**config.mk**
```make
export PLATFORM = sky130hd
export DESIGN_NAME = lyr2_seq_flat
export DESIGN_NICKNAME = d
export VERILOG_FILES = /design/src/rtl/lyr2_seq_if.sv /design/src/rtl/lyr2_seq.sv /design/src/flat_wrapper.sv
export SDC_FILE = /design/constraint.sdc
export NUM_CORES = 1
export LEC_CHECK = 0
export BUFFER_PORTS_ARGS = -buffer_cell sky130_fd_sc_hd__buf_2
export CAP_MARGIN = 20
export CORE_AREA = 2 2 154 156
export DETAILED_ROUTE_END_ITERATION = 12
export DIE_AREA = 0 0 156 158
export SKIP_CTS_REPAIR_TIMING = 1
export SLEW_MARGIN = 30
export SYNTH_ARGS = -nofsm -noshare
export SYNTH_HDL_FRONTEND = slang
export SYNTH_SLANG_ARGS = --single-unit
export TNS_END_PERCENT = 100
```
**constraint.sdc**
```tcl
create_clock -name clk -period 4.2 [get_ports clk]
set_input_delay 1.05 -clock clk [delete_from_list [all_inputs] [get_ports clk]]
set_output_delay 1.05 -clock clk [all_outputs]
set_load 0.01 [all_outputs]
```
**src/rtl/lyr2_seq_if.sv**
```systemverilog
// lyr2_seq_if: handshake bundle around the layer-2 sequencer.
//   in_valid/in_ready/in_d1/in_d2 : upstream input vector channel
//   out_valid/out_ready/out_vec   : downstream result vector channel
//   busy                          : sequencer is in RUN or DONE
// The slave modport is the sequencer's view. The master modport is the view of
// the logic that drives it.
interface lyr2_seq_if #(
   parameter int N_OUT = 4,
   parameter int DW    = 16
);
   logic                  in_valid;
   logic                  in_ready;
   logic [DW-1:0]         in_d1;
   logic [DW-1:0]         in_d2;
   logic                  out_valid;
   logic                  out_ready;
   logic [N_OUT*DW-1:0]   out_vec;
   logic                  busy;

   modport slave (
      input  in_valid, in_d1, in_d2, out_ready,
      output in_ready, out_valid, out_vec, busy
   );

   modport master (
      output in_valid, in_d1, in_d2, out_ready,
      input  in_ready, out_valid, out_vec, busy
   );
endinterface

```
**src/rtl/lyr2_seq.sv**
```systemverilog
// lyr2_seq: time-multiplexed sequencer around one external 2-input Q8.8 MAC.
// It captures a 2-element input vector, steps the shared MAC through N_OUT
// neurons at one per cycle, applies an optional ReLU, and buffers the results.
// It then presents the whole result vector through a valid/ready handshake.
//   clk, rst_n        : clock, asynchronous active-low reset
//   ifc (slave)       : input/output handshake channels and busy
//   w_flat            : per-neuron {b, w2, w1}. Must stay static while RUN.
//   mac_d1..mac_b     : operands to the external MAC
//   mac_res           : MAC result, combinational from mac_* in the same cycle
module lyr2_seq #(
   parameter int N_OUT  = 4,
   parameter int DW     = 16,
   parameter bit ACT_EN = 1'b1
) (
   input  logic                  clk,
   input  logic                  rst_n,
   lyr2_seq_if.slave             ifc,
   input  logic [N_OUT*3*DW-1:0] w_flat,
   output logic [DW-1:0]         mac_d1,
   output logic [DW-1:0]         mac_d2,
   output logic [DW-1:0]         mac_w1,
   output logic [DW-1:0]         mac_w2,
   output logic [DW-1:0]         mac_b,
   input  logic [DW-1:0]         mac_res
);

   localparam int IW = (N_OUT > 1) ? $clog2(N_OUT) : 1;

   typedef enum logic [1:0] {IDLE, RUN, DONE} state_t;

   state_t                     state_q, state_d;
   logic [IW-1:0]              idx_q, idx_d;
   logic [DW-1:0]              d1_q, d2_q;
   logic [N_OUT-1:0][DW-1:0]   res_q;
   logic                       cap;
   logic                       in_ready, out_valid, busy;
   logic [DW-1:0]              act_res;

   // Packed view of the weight bus: [neuron][0=w1,1=w2,2=b]
   logic [N_OUT-1:0][2:0][DW-1:0] w_arr;
   assign w_arr = w_flat;

   assign mac_d1 = d1_q;
   assign mac_d2 = d2_q;
   assign mac_w1 = w_arr[idx_q][0];
   assign mac_w2 = w_arr[idx_q][1];
   assign mac_b  = w_arr[idx_q][2];

   // The ReLU only tests the sign bit. A wrapped MAC overflow passes through as it is.
   assign act_res = (ACT_EN && mac_res[DW-1]) ? '0 : mac_res;

   always_comb begin
      state_d   = state_q;
      idx_d     = idx_q;
      cap       = 1'b0;
      in_ready  = 1'b0;
      out_valid = 1'b0;
      busy      = 1'b0;
      case (state_q)
         IDLE: begin
            in_ready = 1'b1;
            if (ifc.in_valid) begin
               cap     = 1'b1;
               idx_d   = '0;
               state_d = RUN;
            end
         end
         RUN: begin
            busy = 1'b1;
            if (idx_q == IW'(N_OUT-1)) begin
               idx_d   = '0;
               state_d = DONE;
            end else begin
               idx_d = idx_q + 1'b1;
            end
         end
         DONE: begin
            busy      = 1'b1;
            out_valid = 1'b1;
            // The next vector is accepted in IDLE on the following cycle, not here.
            if (ifc.out_ready) state_d = IDLE;
         end
         default: state_d = IDLE;
      endcase
   end

   always_ff @(posedge clk or negedge rst_n) begin
      if (!rst_n) begin
         state_q <= IDLE;
         idx_q   <= '0;
         d1_q    <= '0;
         d2_q    <= '0;
         res_q   <= '0;
      end else begin
         state_q <= state_d;
         idx_q   <= idx_d;
         if (cap) begin
            d1_q <= ifc.in_d1;
            d2_q <= ifc.in_d2;
         end
         if (state_q == RUN) res_q[idx_q] <= act_res;
      end
   end

   assign ifc.in_ready  = in_ready;
   assign ifc.out_valid = out_valid;
   assign ifc.busy      = busy;
   // Packed [neuron][bit] puts neuron i at [DW*i +: DW].
   assign ifc.out_vec   = res_q;

endmodule

```
**src/flat_wrapper.sv**
```systemverilog
// flat-port wrapper written by rule: the top's interface ports become plain ports
module lyr2_seq_flat 
#(
   parameter int N_OUT  = 4,
   parameter int DW     = 16,
   parameter bit ACT_EN = 1'b1
)
  (clk, rst_n, w_flat, mac_d1, mac_d2, mac_w1, mac_w2, mac_b, mac_res, ifc_in_valid, ifc_in_d1, ifc_in_d2, ifc_out_ready, ifc_in_ready, ifc_out_valid, ifc_out_vec, ifc_busy);
  lyr2_seq_if #(.N_OUT(N_OUT), .DW(DW)) ifc_i ();
  input  logic clk;
  input  logic rst_n;
  input  logic [N_OUT*3*DW-1:0] w_flat;
  output logic [DW-1:0] mac_d1;
  output logic [DW-1:0] mac_d2;
  output logic [DW-1:0] mac_w1;
  output logic [DW-1:0] mac_w2;
  output logic [DW-1:0] mac_b;
  input  logic [DW-1:0] mac_res;
  input wire logic [$bits(ifc_i.in_valid)-1:0] ifc_in_valid;
  input wire logic [$bits(ifc_i.in_d1)-1:0] ifc_in_d1;
  input wire logic [$bits(ifc_i.in_d2)-1:0] ifc_in_d2;
  input wire logic [$bits(ifc_i.out_ready)-1:0] ifc_out_ready;
  output wire logic [$bits(ifc_i.in_ready)-1:0] ifc_in_ready;
  output wire logic [$bits(ifc_i.out_valid)-1:0] ifc_out_valid;
  output wire logic [$bits(ifc_i.out_vec)-1:0] ifc_out_vec;
  output wire logic [$bits(ifc_i.busy)-1:0] ifc_busy;
  assign ifc_i.in_valid = ifc_in_valid;
  assign ifc_i.in_d1 = ifc_in_d1;
  assign ifc_i.in_d2 = ifc_in_d2;
  assign ifc_i.out_ready = ifc_out_ready;
  assign ifc_in_ready = ifc_i.in_ready;
  assign ifc_out_valid = ifc_i.out_valid;
  assign ifc_out_vec = ifc_i.out_vec;
  assign ifc_busy = ifc_i.busy;
  lyr2_seq #(.N_OUT(N_OUT), .DW(DW), .ACT_EN(ACT_EN)) u_core (.clk(clk), .rst_n(rst_n), .ifc(ifc_i), .w_flat(w_flat), .mac_d1(mac_d1), .mac_d2(mac_d2), .mac_w1(mac_w1), .mac_w2(mac_w2), .mac_b(mac_b), .mac_res(mac_res));
endmodule
```
==> results.md, run 1 <==
* Via-per-instance ratio at 4.443
* Hold crit path type: reg2reg
* Root buffer cell: clkbuf_16
* Fin crit period at 3.424 ns
* Clock Sinks at 96
* Fillers at between 2k and 2.5k
* IO Count at around 400
* Final std cells w/o fill at 1045
* Initial Util at 0.2137
* CTS Buffer Depth at 2
* Static Leak at 3.724 nW
* Post-Synth Simple-Gate Area at 0.07061
* Cts bufs inserted at 9
* Pre-CTS setup slack at 1.112 ns
* Adder-cell share of the synthesized area at 0.02286
* Critical Path RT at 3.15 ns
* Share of cells above drive strength 1 at 0.6609
* Clk_lat worst skew at 0.34 ns
* Ys async rst share at 1.000
* Site Rows at 56
* Antenna violations before repair at 5
* Crit path max-delay family: flip-flops
* Routed Antenna Nets at 0
* Routed wire per std cell at 20.52 um
* Fmax at 0.2921 GHz
* Final #Nets at 1000
* XOR/XNOR Fraction of Synth Area at 0
* Critical-path maximum fanout at 33
* DP Area at just over 7000 um2
* MaxCap Viol Count at 0
* Crit path buf inv count at 2
* Die X at 156 um
* Total Routing Usage GR at 0.1640
* Setup TNS at 0 ns
* Synth Instances at 373
* Register-to-register setup slack at 1.86 ns
* Compound-Gate Fraction of Synth Area at 0.06833
* DIE HEIGHT at 158 um
* H-tree levels at 3
* Largest net degree at the start of global routing at 50
* Global route overflow at 0
* Synth area leader: dfrtp_1
* Syn_area_per_cell at approximately 13 um2
* Final worst slack at 0.7760 ns
* Least-Margin Pin Slew at 0.9152 ns
* Worst endpoint data arrival time at 2.37 ns
* Critical-path top delay cell: dfrtp_2
* Critical path capture point type: output port
* Placed insts at 1025
* WHS at about 0.48 ns
* Area Overhead vs Synth at 49.91%
* DRT Pass-1 Iters at 4
* Post-Syn Area at 4926 um2
* Clock slew at reported path FFs at 0.07 ns
* Dominant synthesized flop cell: dfrtp_1
* DP HPWL at roughly 18000 um
* Total Routed Length at 21450 um
* Peak supply drop at 0.3466 mV
* Worst-path cell chain: buf_4, mux4_2, buf_2
* Worst relative slew slack at 0.3884
* CTS tree: built
* Post-synthesis mux area share at 0.2972
* Vias at 4643
* Combinational family with the most area after synthesis: multiplexers
* Global-route wire length before repair at 29060 um
* Register bit total from synthesis at 96
* Fin crit share at 0.8152
* Final instance area at 7385 um2
* Post-synthesis sequential area ratio at 0.4877
* Area contributors post-synth: dfrtp_1 (49%), mux4_2 (22%), mux2_2 (7.8%)
* DRT iter0 DRCs at 188
* Yosys top cell area share at 0.4877
* Synth warn at 0
* Setup CP Type: reg2out
* Clock Skews at 0.008798 ns
* Hold Vio Cnt, Final at 0
* Outcome: complete, no violations
* Max incr delay on CP at slightly above 0.9 ns
* Floorplan core area at 23050 um2
* Full die area at 24650 um2
* RSZ-0062 raised after global routing: no
* Most frequent cells in the layout: buf_2 (385), dfrtp_1 (94), nand2_1 (62)
* Post-synth EDFFs at 0
* I/O Buffers at 386
* Setup violators final at 0
* Routability cong. at 0.7876
* Power Dens Cells at approximately 670 nW/um2
* Startpoint class of the critical path: flip-flop
* Number of global-route vias before repair at 4516
* Synth unique cells at 18
* Most common cell after layout, fill and taps aside: buf_2
* Slew Viols, Final at 0
* DRC Markers at 0
final timing paths:
| check | cells after the start | to | from |
|---|---|---|---|
| max | 3 | mac_b[5] | u_core.idx_q[1]$_DFFE_PN0P_ |
| min | 2 | u_core.ifc.out_vec[33]$_DFFE_PN0P_ | u_core.ifc.out_vec[33]$_DFFE_PN0P_ |
| max reg2reg | 4 | u_core.ifc.out_vec[13]$_DFFE_PN0P_ | u_core.idx_q[1]$_DFFE_PN0P_ |
| min reg2reg | 2 | u_core.ifc.out_vec[33]$_DFFE_PN0P_ | u_core.ifc.out_vec[33]$_DFFE_PN0P_ |
| max in group asynchronous | 2 | u_core.ifc.out_vec[52]$_DFFE_PN0P_ | rst_n |
| min in group asynchronous | 1 | u_core.ifc.out_vec[50]$_DFFE_PN0P_ | rst_n |
tightest hold or removal path, delay by kind of cell, from the launching register on:
kind               cells  cell delay (ns)
and+or+nand+nor        1             0.04
AOI/OAI and AO/OA      1             0.06
DFF                    1             0.34
final cells by class:
cell class / instances / area (um2) / share of cell area
sequential: 96 / 2407 / 0.3260
inverter: 6 / 22.52 / 0.003050
clock inverter: 6 / 55.05 / 0.007455
timing repair buffer: 393 / 2007 / 0.2718
clock buffer: 10 / 239.0 / 0.03236
antenna: 3 / 7.507 / 0.001017
multi-input combinational: 241 / 2283 / 0.3092
tap: 290 / 362.8 / 0.04914
Yosys cell counts (2+ instances only):
cell,instances
a32o_1,2
buf_12,4
buf_2,8
buf_4,5
clkbuf_1,14
dfrtp_1,96
ha_1,9
inv_1,6
mux2_2,34
mux4_2,48
nand2_1,65
nand2b_1,16
o21ai_0,61
report_power, final:
| part | total (mW) | leakage (nW) | switching (mW) | internal, mW |
|---|---|---|---|---|
| sequential | 1.67 | 1.17 | 0.297 | 1.37 |
| combinational | 2.45 | 2.41 | 1.28 | 1.17 |
| clock | 0.818 | 0.146 | 0.385 | 0.432 |
| total | 4.94 | 3.72 | 1.96 | 2.98 |
cell families after synthesis:
kind of cell / count (synthesis)
flip-flops: 96
multiplexers: 82
AND/OR/NAND/NOR: 82
AO/OA/AOI/OAI: 64
buffers and inverters: 39
adder cells (fa/ha/maj): 9
other: 1
metal layers:
| layer | GRT usage | vias to the layer above | wire (um) |
|---|---|---|---|
| li1 | - | 2092 | - |
| met1 | 0.2287 | 2262 | 9332 |
| met2 | 0.2585 | 266 | 9863 |
| met3 | 0.03997 | 19 | 1993 |
| met4 | 0.03626 | 4 | 232 |
| met5 | 0 | - | 25 |
registers in the layout (all words and copies together), names as in the netlist:
name,flops
u_core.mac_d2,16
u_core.state_q,2
u_core.idx_q,2
u_core.mac_d1,16
u_core.ifc.out_vec,60
through the flow:
| stage | util | total power, mW |
|---|---|---|
| after floorplan | - | 3.104 |
| after global placement | 0.3057 | 4.100 |
| after detailed placement | 0.3057 | 4.153 |
| after CTS | 0.3185 | 4.978 |
| after global routing | 0.3200 | 5.275 |
| final | 0.3203 | 4.939 |
No activity file was read; power rests on OpenSTA's default activity.
==> run 2, diff against run 1 <==
- ABC_AREA: unset -> 1
- CORE_AREA: 2 2 154 156 -> 2 2 153 155
- DIE_AREA: 0 0 156 158 -> 0 0 155 157
- clock period: 4.2 -> 3.4 ns (I/O delays scaled with it)
==> run 2 against run 1 <==
  * Register-to-register slack got worse by 0.75 ns
  * Sequential cell count unchanged
  * Via count increased by 40%
  * Power increased by 35%
==> results.md, run 2 <==
* Outcome: complete, no violations (unchanged)
* Hold Vio Cnt, Final at 0 (unchanged)
* Die X at 155 um (was 156 um)
* Site Rows at 55 (was 56)
* Worst relative slew slack at 0.5018 (was 0.3884)
* Initial Util at 0.2595 (was 0.2137)
* Slew Viols, Final at 0 (unchanged)
* Worst endpoint data arrival time at 1.90 ns (was 2.37 ns)
* Synth unique cells at 18 (unchanged)
* CTS tree: built (unchanged)
* Critical-path maximum fanout at 34 (was 33)
* CTS Buffer Depth at 2 (unchanged)
* Dominant synthesized flop cell: dfrtp_1 (unchanged)
* Static Leak at 5.126 nW (was 3.724 nW)
* Total Routed Length at 22030 um (was 21450 um)
* DIE HEIGHT at 157 um (was 158 um)
* Max FFs per register at 60 (unchanged)
* Hold crit path type: reg2reg (unchanged)
* Full die area at 24340 um2 (was 24650 um2)
* Fillers at 2509 (was 2361)
* Final #Nets at 1442 (was 1000)
* Fin crit share at 0.8080
* Vias at 6484 (was 4643)
* Clock slew at reported path FFs at 0.07 ns (about the same)
* DRC Markers at 0 (unchanged)
* Critical Path RT at 2.55 ns (was 3.15 ns)
* Fmax at 0.3640 GHz
* Most frequent cells in the layout: nand2_1 (395), buf_2 (385), inv_1 (117) (was buf_2 (385), dfrtp_1 (94), nand2_1 (62))
* Setup violators final at 0 (unchanged)
* Area contributors post-synth: dfrtp_1 (41%), nand2_1 (25%), o211ai_1 (12%) (was dfrtp_1 (49%), mux4_2 (22%), mux2_2 (7.8%))
* Critical path capture point type: output port (unchanged)
* Startpoint class of the critical path: flip-flop (unchanged)
* Cts bufs inserted at 9 (unchanged)
* RR Endpoint: u_core.idx_q[1]$_DFFE_PN0P_ (was u_core.ifc.out_vec[13]$_DFFE_PN0P_)
* Least-Margin Pin Slew at 0.7472 ns (was 0.9152 ns)
* Antenna violations before repair at 5 (unchanged)
* Share of cells above drive strength 1 at 0.3534 (was 0.6609)
* Synth area leader: dfrtp_1 (unchanged)
* Global-route wire length before repair at 33680 um (was 29060 um)
* Floorplan core area at 22500 um2 (was 23050 um2)
* DRT Pass-1 Iters at 5 (was 4)
* DP HPWL at 16990 um (was 18010 um)
* Cell with the most instances after synthesis: nand2_1 (was dfrtp_1)
* Setup TNS at 0 ns (unchanged)
* Setup CP Type: reg2out (unchanged)
* Power Dens Cells at 813.0 nW/um2 (was 668.8 nW/um2)
* Root buffer cell: clkbuf_16 (unchanged)
* Register bit total from synthesis at 96 (unchanged)
* Clock Sinks at 96 (unchanged)
* Syn_area_per_cell at 6.985 um2 (was 13.21 um2)
* I/O Buffers at 386 (unchanged)
* H-tree levels at 3 (unchanged)
* Number of global-route vias before repair at 6084 (was 4516)
* Overall power at 6.681 mW (was 4.939 mW)
* Via-per-instance ratio at 4.372 (was 4.443)
* Yosys top cell area share at 0.4114 (was 0.4877)
* Clock Skews at 0.009242 ns (was 0.008798 ns)
* MaxCap Viol Count at 0 (unchanged)
* Synth warn at 0 (unchanged)
* IO Count at 391 (unchanged)
* Routed wire per std cell at 14.85 um (was 20.52 um)
* Clk_lat worst skew at 0.34 ns (about the same)
* Largest net degree at the start of global routing at 95 (was 50)
* Area Overhead vs Synth at 40.73% (was 49.91%)
* Post-synth top cells: nand2_1 (395), inv_1 (118), dfrtp_1 (96), o211ai_1 (96), buf_2 (38) (was dfrtp_1 (96), nand2_1 (65), o21ai_0 (61))
* FF-to-FF path depth at 5 (was 4)
* Post-synthesis sequential area ratio at 0.4114 (was 0.4877)
* CP startpoint: u_core.idx_q[1]$_DFFE_PN0P_ (unchanged)
* Global route overflow at 0 (unchanged)
* Most common cell after layout, fill and taps aside: nand2_1 (was buf_2)
* Post-synth EDFFs at 0 (unchanged)
* Register-to-register setup slack at 1.11 ns (was 1.86 ns)
* Synth Instances at 836 (was 373)
* Final core utilization at 0.3652 (was 0.3203)
* Fin crit period at 2.747 ns
* DRT iter0 DRCs at 416 (was 188)
* RSZ-0062 raised after global routing: no (unchanged)
* Crit path to: mac_b[3] (was mac_b[5])
* Routability cong. at 0.9177 (was 0.7876)
* Post-Syn Area at 5839 um2 (was 4926 um2)
* Routed Antenna Nets at 0 (unchanged)
* Ys async rst share at 1.000 (unchanged)
* Peak supply drop at 0.4004 mV (was 0.3466 mV)
* Critical R2R Launch: u_core.state_q[1]$_DFFE_PN0P_ (was u_core.idx_q[1]$_DFFE_PN0P_)
* Total Routing Usage GR at 0.1757 (was 0.1640)
[run 2: cell count changes in the layout (fill, tap and decap cells not counted), sizes merged, moves of 34 or more]
cell	delta
mux4	-48
mux2	-34
o211ai	+96
nand3	+34
nand2	+335
o21ai	-58
inv	+112
[run 2: critical path: stages (launching register included)]
cell and delay (ns):
dfrtp_2 0.40, inv_2 0.49, o211ai_1 0.35, nand2_1 0.12, buf_2 0.16
[run 2: power breakdown]
group / leakage [nW] / switching (mW) / internal, mW
Sequential: 1.21 / 0.298 / 1.69
Combinational: 3.79 / 2.34 / 1.38
Clock: 0.132 / 0.463 / 0.507
Total: 5.13 / 3.11 / 3.57
[run 2: layout make-up]
| cell class | instances | area [um2] | area share |
|---|---|---|---|
| clock buffers | 10 | 229.0 | 0.02786 |
| well taps | 285 | 356.6 | 0.04339 |
| flip-flops and latches | 96 | 2404 | 0.2925 |
| repair buffers | 395 | 2052 | 0.2497 |
| multi-input cells | 564 | 2643 | 0.3216 |
| inverters | 123 | 466.7 | 0.05679 |
| diodes | 4 | 10.01 | 0.001218 |
| clock inverters | 6 | 57.56 | 0.007004 |
[run 2: kinds of logic (layout without fill, tap and decap cells)]
group | after synthesis | count (layout) | synth area share
and+or+nand+nor | 452 | 452 | 0.3047
adders and majority gates | 9 | 9 | 0.01928
AOI/OAI and AO/OA | 99 | 99 | 0.1260
buffers and inverters | 179 | 534 | 0.1380
DFF | 96 | 96 | 0.4114
other | 1 | 8 | 0.0006422
[run 2: metal layers]
| metal | track usage | part of all wire | vias to the layer above | wire length, um |
|---|---|---|---|---|
| met4 | 0.06393 | 0.024 | 2 | 539 |
| met2 | 0.2946 | 0.47 | 253 | 10370 |
| met1 | 0.2261 | 0.43 | 2884 | 9545 |
| met3 | 0.03331 | 0.071 | 35 | 1553 |
| met5 | 0 | 0.00077 | - | 17 |
| li1 | - | - | 3310 | - |
[run 2: how the worst min path moves through the flow]
stage	start	endpoint	slack [ns]	cells past startpoint
finish	u_core.mac_d2[0]$_DFFE_PN0P_	u_core.mac_d2[0]$_DFFE_PN0P_	0.47	2
floorplan	u_core.state_q[1]$_DFFE_PN0P_	u_core.state_q[1]$_DFFE_PN0P_	0.48	2
global placement	u_core.mac_d2[12]$_DFFE_PN0P_	u_core.mac_d2[12]$_DFFE_PN0P_	0.45	2
detailed placement	u_core.mac_d2[0]$_DFFE_PN0P_	u_core.mac_d2[0]$_DFFE_PN0P_	0.45	2
global route	u_core.mac_d1[11]$_DFFE_PN0P_	u_core.mac_d1[11]$_DFFE_PN0P_	0.48	2
CTS	u_core.mac_d2[0]$_DFFE_PN0P_	u_core.mac_d2[0]$_DFFE_PN0P_	0.47	2
[run 2: per-stage QoR]
| step | instances | cell area (um2) | worst slack [ns] | hold slack (ns) |
|---|---|---|---|---|
| after floorplan | 839 | 5851 | 1.443 | 0.4750 |
| after global placement | 1463 | 7921 | 0.8896 | 0.4515 |
| after detailed placement | 1463 | 7921 | 0.8658 | 0.4526 |
| after CTS | 1479 | 8208 | 0.5385 | 0.4704 |
| after global routing | 1482 | 8215 | 0.4730 | 0.4824 |
| final | 1483 | 8218 | 0.6526 | 0.4665 |
